## config.mk

```make
export PLATFORM = sky130hd
export DESIGN_NAME = hazard_forward_ctrl
export DESIGN_NICKNAME = d
export VERILOG_FILES = /design/src/rtl/hazard_forward_ctrl_pkg.sv /design/src/rtl/hazard_shadow_pipe.sv /design/src/rtl/hazard_forward_ctrl.sv
export SDC_FILE = /design/constraint.sdc
export NUM_CORES = 1
export LEC_CHECK = 0
export CAP_MARGIN = 15
export CORE_MARGIN = 1
export CORE_UTILIZATION = 47
export CTS_BUF_LIST = sky130_fd_sc_hd__clkbuf_8
export CTS_CLUSTER_SIZE = 24
export DETAILED_ROUTE_END_ITERATION = 8
export PLACE_DENSITY = 0.86
export SLEW_MARGIN = 5
export SYNTH_ARGS = -nofsm -noshare
export SYNTH_HDL_FRONTEND = slang
export SYNTH_SLANG_ARGS = --single-unit
```

## constraint.sdc

```tcl
create_clock -name Clk -period 4.2 [get_ports Clk]
set_clock_uncertainty 0.05 [all_clocks]
set_input_delay 1.05 -clock Clk [delete_from_list [all_inputs] [get_ports Clk]]
set_output_delay 1.05 -clock Clk [all_outputs]
set_load 0.02 [all_outputs]
```

## src/rtl/hazard_forward_ctrl_pkg.sv

```systemverilog
// Shared definitions for the hazard/forwarding controller: forwarding codes,
// the hardwired-zero register number and the shadow-pipe entry layout.
package hazard_forward_ctrl_pkg;

  localparam int TYPE_W = 4;

  // EX-stage operand selector codes; 3, 4 and 9..15 are never produced.
  localparam logic [TYPE_W-1:0] FWD_NONE   = 4'd0;
  localparam logic [TYPE_W-1:0] FWD_ALUM_A = 4'd1;  // SrcA <- ALUOutM
  localparam logic [TYPE_W-1:0] FWD_ALUM_B = 4'd2;  // SrcB <- ALUOutM
  localparam logic [TYPE_W-1:0] FWD_ALUW_A = 4'd5;  // SrcA <- ALUOutW
  localparam logic [TYPE_W-1:0] FWD_ALUW_B = 4'd6;  // SrcB <- ALUOutW
  localparam logic [TYPE_W-1:0] FWD_RDW_A  = 4'd7;  // SrcA <- ReadDataW
  localparam logic [TYPE_W-1:0] FWD_RDW_B  = 4'd8;  // SrcB <- ReadDataW

  // $0 is hardwired to zero and never creates a dependency.
  localparam int REG_ZERO = 0;

  // Control half of a shadow-pipe entry; the destination field is REG_AW wide.
  typedef struct packed {
    logic reg_write;
    logic mem_to_reg;
  } pipe_ctrl_t;

  // Only one operand may need forwarding at a time, so return whichever is set.
  function automatic logic [TYPE_W-1:0] pick_code(input logic [TYPE_W-1:0] a,
                                                  input logic [TYPE_W-1:0] b);
    return (a != FWD_NONE) ? a : b;
  endfunction

endpackage

```

## src/rtl/hazard_shadow_pipe.sv

```systemverilog
// Shadow copy of the EX and MEM destination fields. E loads the ID entry when
// the pipe advances, otherwise a bubble; M always takes E.
module hazard_shadow_pipe
  import hazard_forward_ctrl_pkg::*;
#(
  parameter int REG_AW = 5
) (
  input  logic              clk,
  input  logic              rst_n,
  input  logic              shift_en,
  input  logic [REG_AW-1:0] write_reg_d,
  input  pipe_ctrl_t        ctrl_d,
  output logic [REG_AW-1:0] write_reg_e,
  output pipe_ctrl_t        ctrl_e,
  output logic [REG_AW-1:0] write_reg_m,
  output pipe_ctrl_t        ctrl_m
);

  // Advance E into M every cycle; fill E from ID or with a bubble.
  // NOTE: non-blocking assignments so every register samples pre-edge values.
  always_ff @(posedge clk or negedge rst_n) begin
    if (!rst_n) begin
      write_reg_e <= '0;
      ctrl_e      <= '0;
      write_reg_m <= '0;
      ctrl_m      <= '0;
    end else begin
      write_reg_m <= write_reg_e;
      ctrl_m      <= ctrl_e;
      if (shift_en) begin
        write_reg_e <= write_reg_d;
        ctrl_e      <= ctrl_d;
      end else begin
        write_reg_e <= '0;
        ctrl_e      <= '0;
      end
    end
  end

endmodule

```

## src/rtl/hazard_forward_ctrl.sv

```systemverilog
// Hazard detection and forwarding control for a 5-stage MIPS pipeline.
// Decides in ID, registers the forwarding code into TypeE for the EX cycle.
// Optional statistics counters are built when FWD_STATS_EN is defined.
module hazard_forward_ctrl
  import hazard_forward_ctrl_pkg::*;
#(
  parameter int REG_AW = 5
`ifdef FWD_STATS_EN
  , parameter int CNT_W = 16
`endif
) (
  input  logic              Clk,
  input  logic              Rst_n,
  input  logic              ValidD,
  input  logic [REG_AW-1:0] RsD,
  input  logic [REG_AW-1:0] RtD,
  input  logic              UseRsD,
  input  logic              UseRtD,
  input  logic [REG_AW-1:0] WriteRegD,
  input  logic              RegWriteD,
  input  logic              MemToRegD,
  input  logic              FlushD,
  output logic [TYPE_W-1:0] TypeE,
  output logic              StallF,
  output logic              StallD,
  output logic              BubbleE
`ifdef FWD_STATS_EN
  , output logic [CNT_W-1:0] StallCnt
  , output logic [CNT_W-1:0] FwdCnt
`endif
);

  logic [REG_AW-1:0] write_reg_e, write_reg_m;
  pipe_ctrl_t        ctrl_d, ctrl_e, ctrl_m;
  logic              rs_e, rs_m, rt_e, rt_m;
  logic              rs_unfwd, rt_unfwd;
  logic [TYPE_W-1:0] rs_code, rt_code, type_next;
  logic              hazard_stall, stall, shift_en;

  // An invalid ID slot enters the shadow pipe as a bubble.
  assign ctrl_d.reg_write  = RegWriteD & ValidD;
  assign ctrl_d.mem_to_reg = MemToRegD & ValidD;

  hazard_shadow_pipe #(.REG_AW(REG_AW)) u_shadow (
    .clk         (Clk),
    .rst_n       (Rst_n),
    .shift_en    (shift_en),
    .write_reg_d (WriteRegD),
    .ctrl_d      (ctrl_d),
    .write_reg_e (write_reg_e),
    .ctrl_e      (ctrl_e),
    .write_reg_m (write_reg_m),
    .ctrl_m      (ctrl_m)
  );

  // Source-versus-producer matches; $0 and unused operands never match.
  assign rs_e = ValidD & UseRsD & ctrl_e.reg_write & (write_reg_e == RsD)
              & (RsD != REG_AW'(REG_ZERO));
  assign rs_m = ValidD & UseRsD & ctrl_m.reg_write & (write_reg_m == RsD)
              & (RsD != REG_AW'(REG_ZERO));
  assign rt_e = ValidD & UseRtD & ctrl_e.reg_write & (write_reg_e == RtD)
              & (RtD != REG_AW'(REG_ZERO));
  assign rt_m = ValidD & UseRtD & ctrl_m.reg_write & (write_reg_m == RtD)
              & (RtD != REG_AW'(REG_ZERO));

  // Per-operand need for next cycle; the nearer (E) producer takes priority.
  // NOTE: every always_comb output gets a default first so no latch is inferred.
  always_comb begin
    rs_code  = FWD_NONE;
    rt_code  = FWD_NONE;
    rs_unfwd = 1'b0;
    rt_unfwd = 1'b0;
    if (rs_e) begin
      if (ctrl_e.mem_to_reg) rs_unfwd = 1'b1;
      else                   rs_code  = FWD_ALUM_A;
    end else if (rs_m) begin
      rs_code = ctrl_m.mem_to_reg ? FWD_RDW_A : FWD_ALUW_A;
    end
    if (rt_e) begin
      if (ctrl_e.mem_to_reg) rt_unfwd = 1'b1;
      else                   rt_code  = FWD_ALUM_B;
    end else if (rt_m) begin
      rt_code = ctrl_m.mem_to_reg ? FWD_RDW_B : FWD_ALUW_B;
    end
  end

  // The selector takes a single code, so two forwarding needs also stall.
  assign hazard_stall = rs_unfwd | rt_unfwd
                      | ((rs_code != FWD_NONE) & (rt_code != FWD_NONE));
  assign stall        = hazard_stall & ~FlushD;   // a flush squashes the consumer
  assign shift_en     = ~stall & ~FlushD;
  assign type_next    = (stall | FlushD) ? FWD_NONE : pick_code(rs_code, rt_code);

  assign StallF  = Rst_n & stall;
  assign StallD  = Rst_n & stall;
  assign BubbleE = Rst_n & (stall | FlushD);

  // Forwarding code register, valid while the instruction sits in EX.
  always_ff @(posedge Clk or negedge Rst_n) begin
    if (!Rst_n) TypeE <= FWD_NONE;
    else        TypeE <= type_next;
  end

`ifdef FWD_STATS_EN
  // Saturating counters of stall cycles and forwarding cycles.
  always_ff @(posedge Clk or negedge Rst_n) begin
    if (!Rst_n) begin
      StallCnt <= '0;
      FwdCnt   <= '0;
    end else begin
      if (stall && (StallCnt != '1))            StallCnt <= StallCnt + 1'b1;
      if ((TypeE != FWD_NONE) && (FwdCnt != '1)) FwdCnt  <= FwdCnt + 1'b1;
    end
  end
`endif

endmodule
```

==> results.md, run 1 <==
- Combinational share of power: 17.6%
- Cell family with most CP delay: simple AND/OR/NAND/NOR gates
- Cell-internal power: 308 uW
- Hold_sp: u_shadow.ctrl_e[1]
- CP Buf/Inv Count: 3
- Worst path cell trace: dlygate4sd2_1 -> or4_1 -> o211ai_1 -> buf_4 -> nor3_2 -> a211o_1 -> o22ai_2 -> and2b_1 -> buf_6
- Final critical delay including setup and external delays: 4120 ps
- Clk sinks: 18
- Depth of the CTS H-tree: 1
- Library cell with the highest instance count after synthesis: dfrtp_1
- Final hold viol count: 0
- Data arrival at the endpoint of the critical path: around 3000 ps
- GRT overflow: 0
- Number of placement rows: 15
- Power per standard cell area: about 280 mW/mm^2
- First-pass GRT wire length: 3.61 mm
- Hpwl dp: 1.89 mm
- Hold Path Class: flop to flop
- Count of pins over their slew limit: 0
- Endpoint type of the worst setup path: primary output
- Class of the most critical setup path: primary input to primary output
- Worst Max-Slew Pin Slew: about 380 ps
- Synth Cell Area: 946 um^2
- FF-to-FF Start: u_shadow.write_reg_e[0]
- Number of I/O port buffers: 29
- Ranking of synthesized cells by area: dfrtp_1 (48%), xnor2_1 (11%), xor2_1 (7.4%)
- Power dissipated by switching net loads: 90.2 uW
- Vertical die dimension: 46.9 um
- Max Clk Rate: 242 MHz
- Average wire per cell in the routed design: 15.2 um
- Initial antenna violation count: 0
- Multiplexer fraction of the synthesized cell area: 1.19%
- Critical path launch point: RtD[2]
- Critical Path Start Type: primary input
- Maximum fanout along the worst path: 3
- Yosys Warn Count: 0
- Initial core utilization: 52.5%
- Worst slack, placed: -543 ps
- Max clock buf depth: 2
- Maximum cell stage delay along the critical path: ~500 ps
- First DRT Iteration DRCs: 9
- #FFs+latches synth: 18
- Max-cap viol count: 0
- Final Non-Filler Cells: 155
- GRT Util Overall: between 20% and 30%
- Number of global-route vias before repair: 800
- Weighted congestion at the end of routability-driven global placement: 0.798
- Area share of the largest cell type after synthesis: 47.6%
- Later-pin clock latency in the skew report: 250 ps
- Total DRC errors in the routed layout: 0
- Adder-Cell Fraction of Synth Area: 0%
- Number of enable flip-flop cells after synthesis: 0
- Final setup slack of the worst path: 75.4 ps
- Leakage dissipation: 0.000648 uW
- Cts bufs inserted: 3
- Post-synthesis compound-gate area fraction: under 10%
- Placed cell count: 150
- Share of flip-flops with an asynchronous set or reset: 100%
- Worst hold slack: between 300 and 400 ps
- Slew HR: 74.6%
- Outcome: completed
- Area Growth Syn to Fin: 51.1%
- Main combinational cell family by area after synthesis: simple AND/OR/NAND/NOR gates
- Total iterations of the first detailed-routing run: 4
- Sequential cell area fraction in the yosys report: between 40% and 50%
- Routed WL: 2.36 mm
- Worst voltage drop across the vdd grid: approximately 0.27 mV
- Flop pwr share: 48.2%
- Number of inserted diodes: 0
- Die W: 46.9 um
- Cell type contributing the most total cell area after synthesis: dfrtp_1
- Cell count after synthesis: between 80 and 90
- Final setup vio count: 0
- Mapped Avg Cell Area: 11.3 um^2
- Post-synth top flop: dfrtp_1
- Die outline area: between 0.002 and 0.0025 mm^2
- Floorplan Core Area: 0.00180 mm^2
- Synth unique cells: 33
- Post-synthesis xor/xnor area fraction: 18.5%
- Slowest cell on the critical path: or4_1
- Vias post-DR: 795
- Worst EP required: between 3000 and 4000 ps
- Total I/O pin count: 30
- Net switching share of the total power: 22.7%
- Final core utilization: ~80%
- Area share of and/or/nand/nor cells after synthesis: 19.8%
- Synth cell count leaders: dfrtp_1 (18), xnor2_1 (12), xor2_1 (8)
- Net count of the mapped netlist: 107
- Share of power burned in the clock network: 34.2%
- Via/cell ratio: 5.13
- Final setup TNS: 0 ps
- Total Nets Final: around 150
- TritonCTS clock tree: built
- Largest net degree at the start of global routing: 12
- Cell at the root of the clock tree: clkbuf_8
- Share of post-route cells with drive strength above 1: 24.6%
- CTS clk-pin slew, worst paths: about 60 ps
- RSZ-0062 raised after global routing: no
- Post-route ant nets: 0
- Period utilisation layout: about 98%
-- cell usage in the layout (no fill, tap or decap), types with 2 or more instances in the layout --
master	synthesis	final
and2_1	7	7
and3_1	2	2
buf_4	1	18
clkbuf_8	0	4
clkdlybuf4s15_1	0	2
clkdlybuf4s50_1	0	18
dfrtp_1	18	18
dlygate4sd2_1	0	5
nand2_1	4	4
nand4_1	2	2
nor3_2	0	2
nor4_1	2	2
or3_1	2	2
xnor2_1	12	12
xor2_1	8	8
-- cell type report --
class | count | area [um^2]
fillers | 127 | 373
clock buffers | 4 | 55.1
inverters | 1 | 3.75
repair buffers | 45 | 403
multi-input cells | 62 | 485
well taps | 25 | 31.3
flip-flops and latches | 18 | 450
-- per-layer routing --
metal  wire (um)  up-vias  track usage (%)
li1            -      393                -
met1        1080      383             33.3
met2        1200       19             41.7
met3          72        0             4.62
met4           0        0             3.43
met5           0        -                0
-- registers in the layout, indices dropped and copies added, names as in the netlist --
register	count
u_shadow.write_reg_m	5
u_shadow.ctrl_m	2
u_shadow.write_reg_e	5
TypeE	4
u_shadow.ctrl_e	2
-- logic make-up after synthesis --
kind of cell,count (synthesis)
buf+inv,4
mux,1
xor+xnor,20
compound gates,11
flops,18
simple gates,30
-- repair_timing --
item / CTS / global route
endpoints found under the hold margin: 0 / 0
resized for setup: 25 / 7
endpoints found under the setup margin: 3 / 3
hold buffers: 0 / 0
pin swaps: 5 / 8
buffers inserted: 1 / 0
-- metrics by stage --
| stage | power, uW | instance area [um^2] |
|---|---|---|
| 6_report | 398 | 1430 |
| 5_1_grt | 417 | 1430 |
| 4_1_cts | 401 | 1410 |
| 3_5_place_dp | 265 | 1360 |
| 3_3_place_gp | 261 | 1360 |
| 2_1_floorplan | 221 | 946 |
-- worst register-to-register path: cells and delay by family (launching register included) --
kind                   cells  cell delay [ps]
AND/OR/NAND/NOR            2              590
AO/OA/AOI/OAI              2              570
flip-flops                 1              420
multiplexers               1              350
XOR/XNOR                   1              160
buffers and inverters      1              120
-- power groups by stage --
stage          combinational [uW]  sequential (uW)  clock [uW]
2_1_floorplan                28.5              192           0
3_3_place_gp                 67.3              194           0
3_5_place_dp                 70.4              195           0
4_1_cts                      70.0              192         139
5_1_grt                      76.1              193         148
6_report                     70.1              192         136
-- path summary, 6_finish.rpt --
path,endpoint,slack [ps],cells past startpoint
hold / removal,u_shadow.ctrl_m[1],390,0
hold reg to reg,u_shadow.ctrl_m[1],390,0
setup reg to reg,TypeE[1],1890,7
min in group asynchronous,u_shadow.write_reg_e[2],1150,2
max in group asynchronous,TypeE[2],2780,2
setup / recovery,BubbleE,80,9
No activity file was read; power rests on OpenSTA's default activity.
==> run 2, diff against run 1 <==
--- a/config.mk
+++ b/config.mk
@@ -5,9 +5,10 @@
 export SDC_FILE = /design/constraint.sdc
 export NUM_CORES = 1
 export LEC_CHECK = 0
+export ABC_AREA = 1
 export CAP_MARGIN = 15
 export CORE_MARGIN = 1
-export CORE_UTILIZATION = 47
+export CORE_UTILIZATION = 50
 export CTS_BUF_LIST = sky130_fd_sc_hd__clkbuf_8
 export CTS_CLUSTER_SIZE = 24
 export DETAILED_ROUTE_END_ITERATION = 8
==> run 2 against run 1 <==
Net effect: setup slack improved by 120 ps; sequential power shrank 3%; total power up 1.2%; critical path depth up 1; largest cell class unchanged; clock power is 3% higher; utilization shrank 8.4 points.
==> results.md, run 2 <==
- Worst Max-Slew Pin Slew: 309 ps (-71.3 ps)
- Initial core utilization: 53.4% (+0.89 points)
- Cell at the root of the clock tree: clkbuf_8
- Post-synth top flop: dfrtp_1
- Routed WL: 2.71 mm (+15%)
- Maximum fanout along the worst path: 6 (+3)
- RSZ-0062 raised after global routing: no
- FF-to-FF Start: u_shadow.write_reg_e[0]
- Hpwl dp: 2.15 mm (+14%)
- Die outline area: 0.00256 mm^2 (+17%)
- Total Nets Final: 228 (+48%)
- Max clock buf depth: 2 (unchanged)
- Final core utilization: 70.9% (-8.4 points)
- Number of global-route vias before repair: 1190 (+49%)
- Net count of the mapped netlist: 192 (+79%)
- Final setup vio count: 0 (unchanged)
- Outcome: completed
- Internal reg-to-reg setup slack: 2480 ps (+590 ps)
- Data arrival at the endpoint of the critical path: 2900 ps (-120 ps)
- Worst voltage drop across the vdd grid: 0.190 mV (-30%)
- Number of enable flip-flop cells after synthesis: 0 (unchanged)
- Synth Cell Area: 0.00118 mm^2 (+25%)
- Number of inserted diodes: 0 (unchanged)
- Mapped Avg Cell Area: 6.99 um^2 (-38%)
- Leakage dissipation: 0.000809 uW (+25%)
- Total DRC errors in the routed layout: 0 (unchanged)
- GRT overflow: 0 (unchanged)
- Cts bufs inserted: 3 (unchanged)
- Slew HR: 79.4% (+4.8 points)
- Final hold viol count: 0 (unchanged)
- Hold Path Class: flop to flop
- Weighted congestion at the end of routability-driven global placement: 0.858 (+7.5%)
- Library cell with the highest instance count after synthesis: nand2_1
- Post-route ant nets: 0 (unchanged)
- Cell type contributing the most total cell area after synthesis: dfrtp_1
- Worst hold slack: 335 ps (-53.6 ps)
- Yosys Warn Count: 0 (unchanged)
- Synth cell count leaders: nand2_1 (61), inv_1 (28), dfrtp_1 (18)
- First-pass GRT wire length: 4.75 mm (+32%)
- Count of pins over their slew limit: 0 (unchanged)
- Hold buffer count at CTS: 0 (unchanged)
- Via/cell ratio: 4.82 (-6.0%)
- Vertical die dimension: 50.6 um (+8.0%)
- Floorplan Core Area: 0.00221 mm^2 (+23%)
- CTS clk-pin slew, worst paths: 70 ps (about the same)
- Registers with the most flip-flops: u_shadow.write_reg_e x5, u_shadow.write_reg_m x5, TypeE x4
- Critical path launch point: ValidD
- TritonCTS clock tree: built
- Later-pin clock latency in the skew report: 250 ps (about the same)
- Final critical delay including setup and external delays: 4000 ps (-122 ps)
- First DRT Iteration DRCs: 13 (+4)
- Capture point of the critical path: StallD
- Vias post-DR: 1118 (+41%)
- Total iterations of the first detailed-routing run: 4 (unchanged)
- Power per standard cell area: 257 mW/mm^2 (-7.8%)
- Commonest non-fill, non-tap cell in the layout: nand2_1
- Worst EP required: 3100 ps (about the same)
- Total I/O pin count: 30 (unchanged)
- Final setup TNS: 0 ps (unchanged)
- Max Clk Rate: 250 MHz (+3.1%)
- Die W: 50.6 um (+8.0%)
- Sequential cell area fraction in the yosys report: 38.1% (-9.5 points)
- Endpoint type of the worst setup path: primary output
- Clk sinks: 18 (unchanged)
- Length in cells of the worst reg-to-reg path: 9 (+2)
- Share of flip-flops with an asynchronous set or reset: 100% (unchanged)
- #FFs+latches synth: 18 (unchanged)
- Cell count after synthesis: 169 (+100%)
- Average wire per cell in the routed design: 11.7 um (-23%)
- Cell area after placement: 0.00152 mm^2 (+12%)
- GRT Util Overall: 24.4% (-0.061 points)
- Share of post-route cells with drive strength above 1: 16.2% (-8.4 points)
- Number of placement rows: 17 (+2)
- Period utilisation layout: 95.3% (-2.9 points)
- Synth unique cells: 16 (-52%)
- Number of I/O port buffers: 29 (unchanged)
- Area Growth Syn to Fin: 32.8%
- Ranking of synthesized cells by area: dfrtp_1 (38%), nand2_1 (19%), inv_1 (8.9%)
- Buffer count from post-CTS setup fixing: 0 (-1)
- Class of the most critical setup path: primary input to primary output
- Initial antenna violation count: 0 (unchanged)
- Final instance area: 0.00157 mm^2 (+9.8%)
- Depth of the CTS H-tree: 1 (unchanged)
- Critical Path Start Type: primary input
- Largest net degree at the start of global routing: 11 (-1)
- Endpoint of the most critical register-to-register path: TypeE[1]
- Max-cap viol count: 0 (unchanged)
- Area share of the largest cell type after synthesis: 38.1% (-9.5 points)
- Highest-count cells in the layout ignoring fill and taps: nand2_1 (61), inv_1 (28), clkdlybuf4s50_1 (26)
==> run 2: logic make-up (layout without fill, tap and decap cells) <==
group,count (synthesis),after routing,synth area share [%]
xor gates and xnor gates,7,7,5.19
AOI/OAI and AO/OA,3,3,1.27
DFF,18,18,38.1
buffers and inverters,32,67,11.1
and+or+nand+nor,109,109,44.3
==> run 2: critical path, stage by stage <==
cell	delay (ps)
clkdlybuf4s50_1	560
nand2_1	80
nor2_1	100
nand2_1	80
nor2_2	110
nand3_1	190
nand2_4	150
nand2_4	70
a21oi_1	160
dlygate4sd2_1	350
==> run 2: through the flow <==
stage	setup WS (ps)	total power, uW	std cells
final	198	403	232
after global routing	31.8	419	232
after CTS	200	406	232
after detailed placement	3.81	266	228
after global placement	38.9	263	228
after floorplan	811	227	169
==> run 2: final cells by class <==
class | instances | area [um^2]
clock buffer | 4 | 55.1
fill | 187 | 643
inverter | 30 | 113
multi-input combinational | 119 | 599
sequential | 18 | 450
tap | 28 | 35.0
timing repair buffer | 33 | 317
==> run 2: repair_timing <==
item,in CTS,in global routing
endpoints found under the hold margin,0,0
setup endpoints to repair,3,0
resized for setup,3,0
==> run 2: power by group <==
group	switching (uW)	leakage (uW)	total (uW)	internal, uW
logic	39.8	0.000542	76.9	37.1
registers	6.39	0.000239	186	180
clock network	56.4	0.0000288	140	83.1
total	103	0.000809	403	300
==> run 2: metal layers <==
metal | wire [um] | share of wire, % | track usage [%] | up-vias
li1 | - | - | - | 568
met1 | 1140 | 42 | 27.3 | 523
met2 | 1470 | 54 | 46.4 | 23
met3 | 75 | 2.8 | 2.12 | 4
met4 | 29 | 1.1 | 10.2 | 0
met5 | 0 | 0 | 0 | -
==> run 2: worst min path at each step <==
| stage | slack [ps] | cells past startpoint | from | to |
|---|---|---|---|---|
| global placement | 310 | 0 | u_shadow.ctrl_e[1] | u_shadow.ctrl_m[1] |
| CTS | 340 | 0 | u_shadow.ctrl_e[1] | u_shadow.ctrl_m[1] |
| finish | 340 | 0 | u_shadow.ctrl_e[1] | u_shadow.ctrl_m[1] |
| floorplan | 300 | 0 | u_shadow.ctrl_e[1] | u_shadow.ctrl_m[1] |
| global route | 340 | 0 | u_shadow.ctrl_e[1] | u_shadow.ctrl_m[1] |
| detailed placement | 320 | 0 | u_shadow.ctrl_e[1] | u_shadow.ctrl_m[1] |
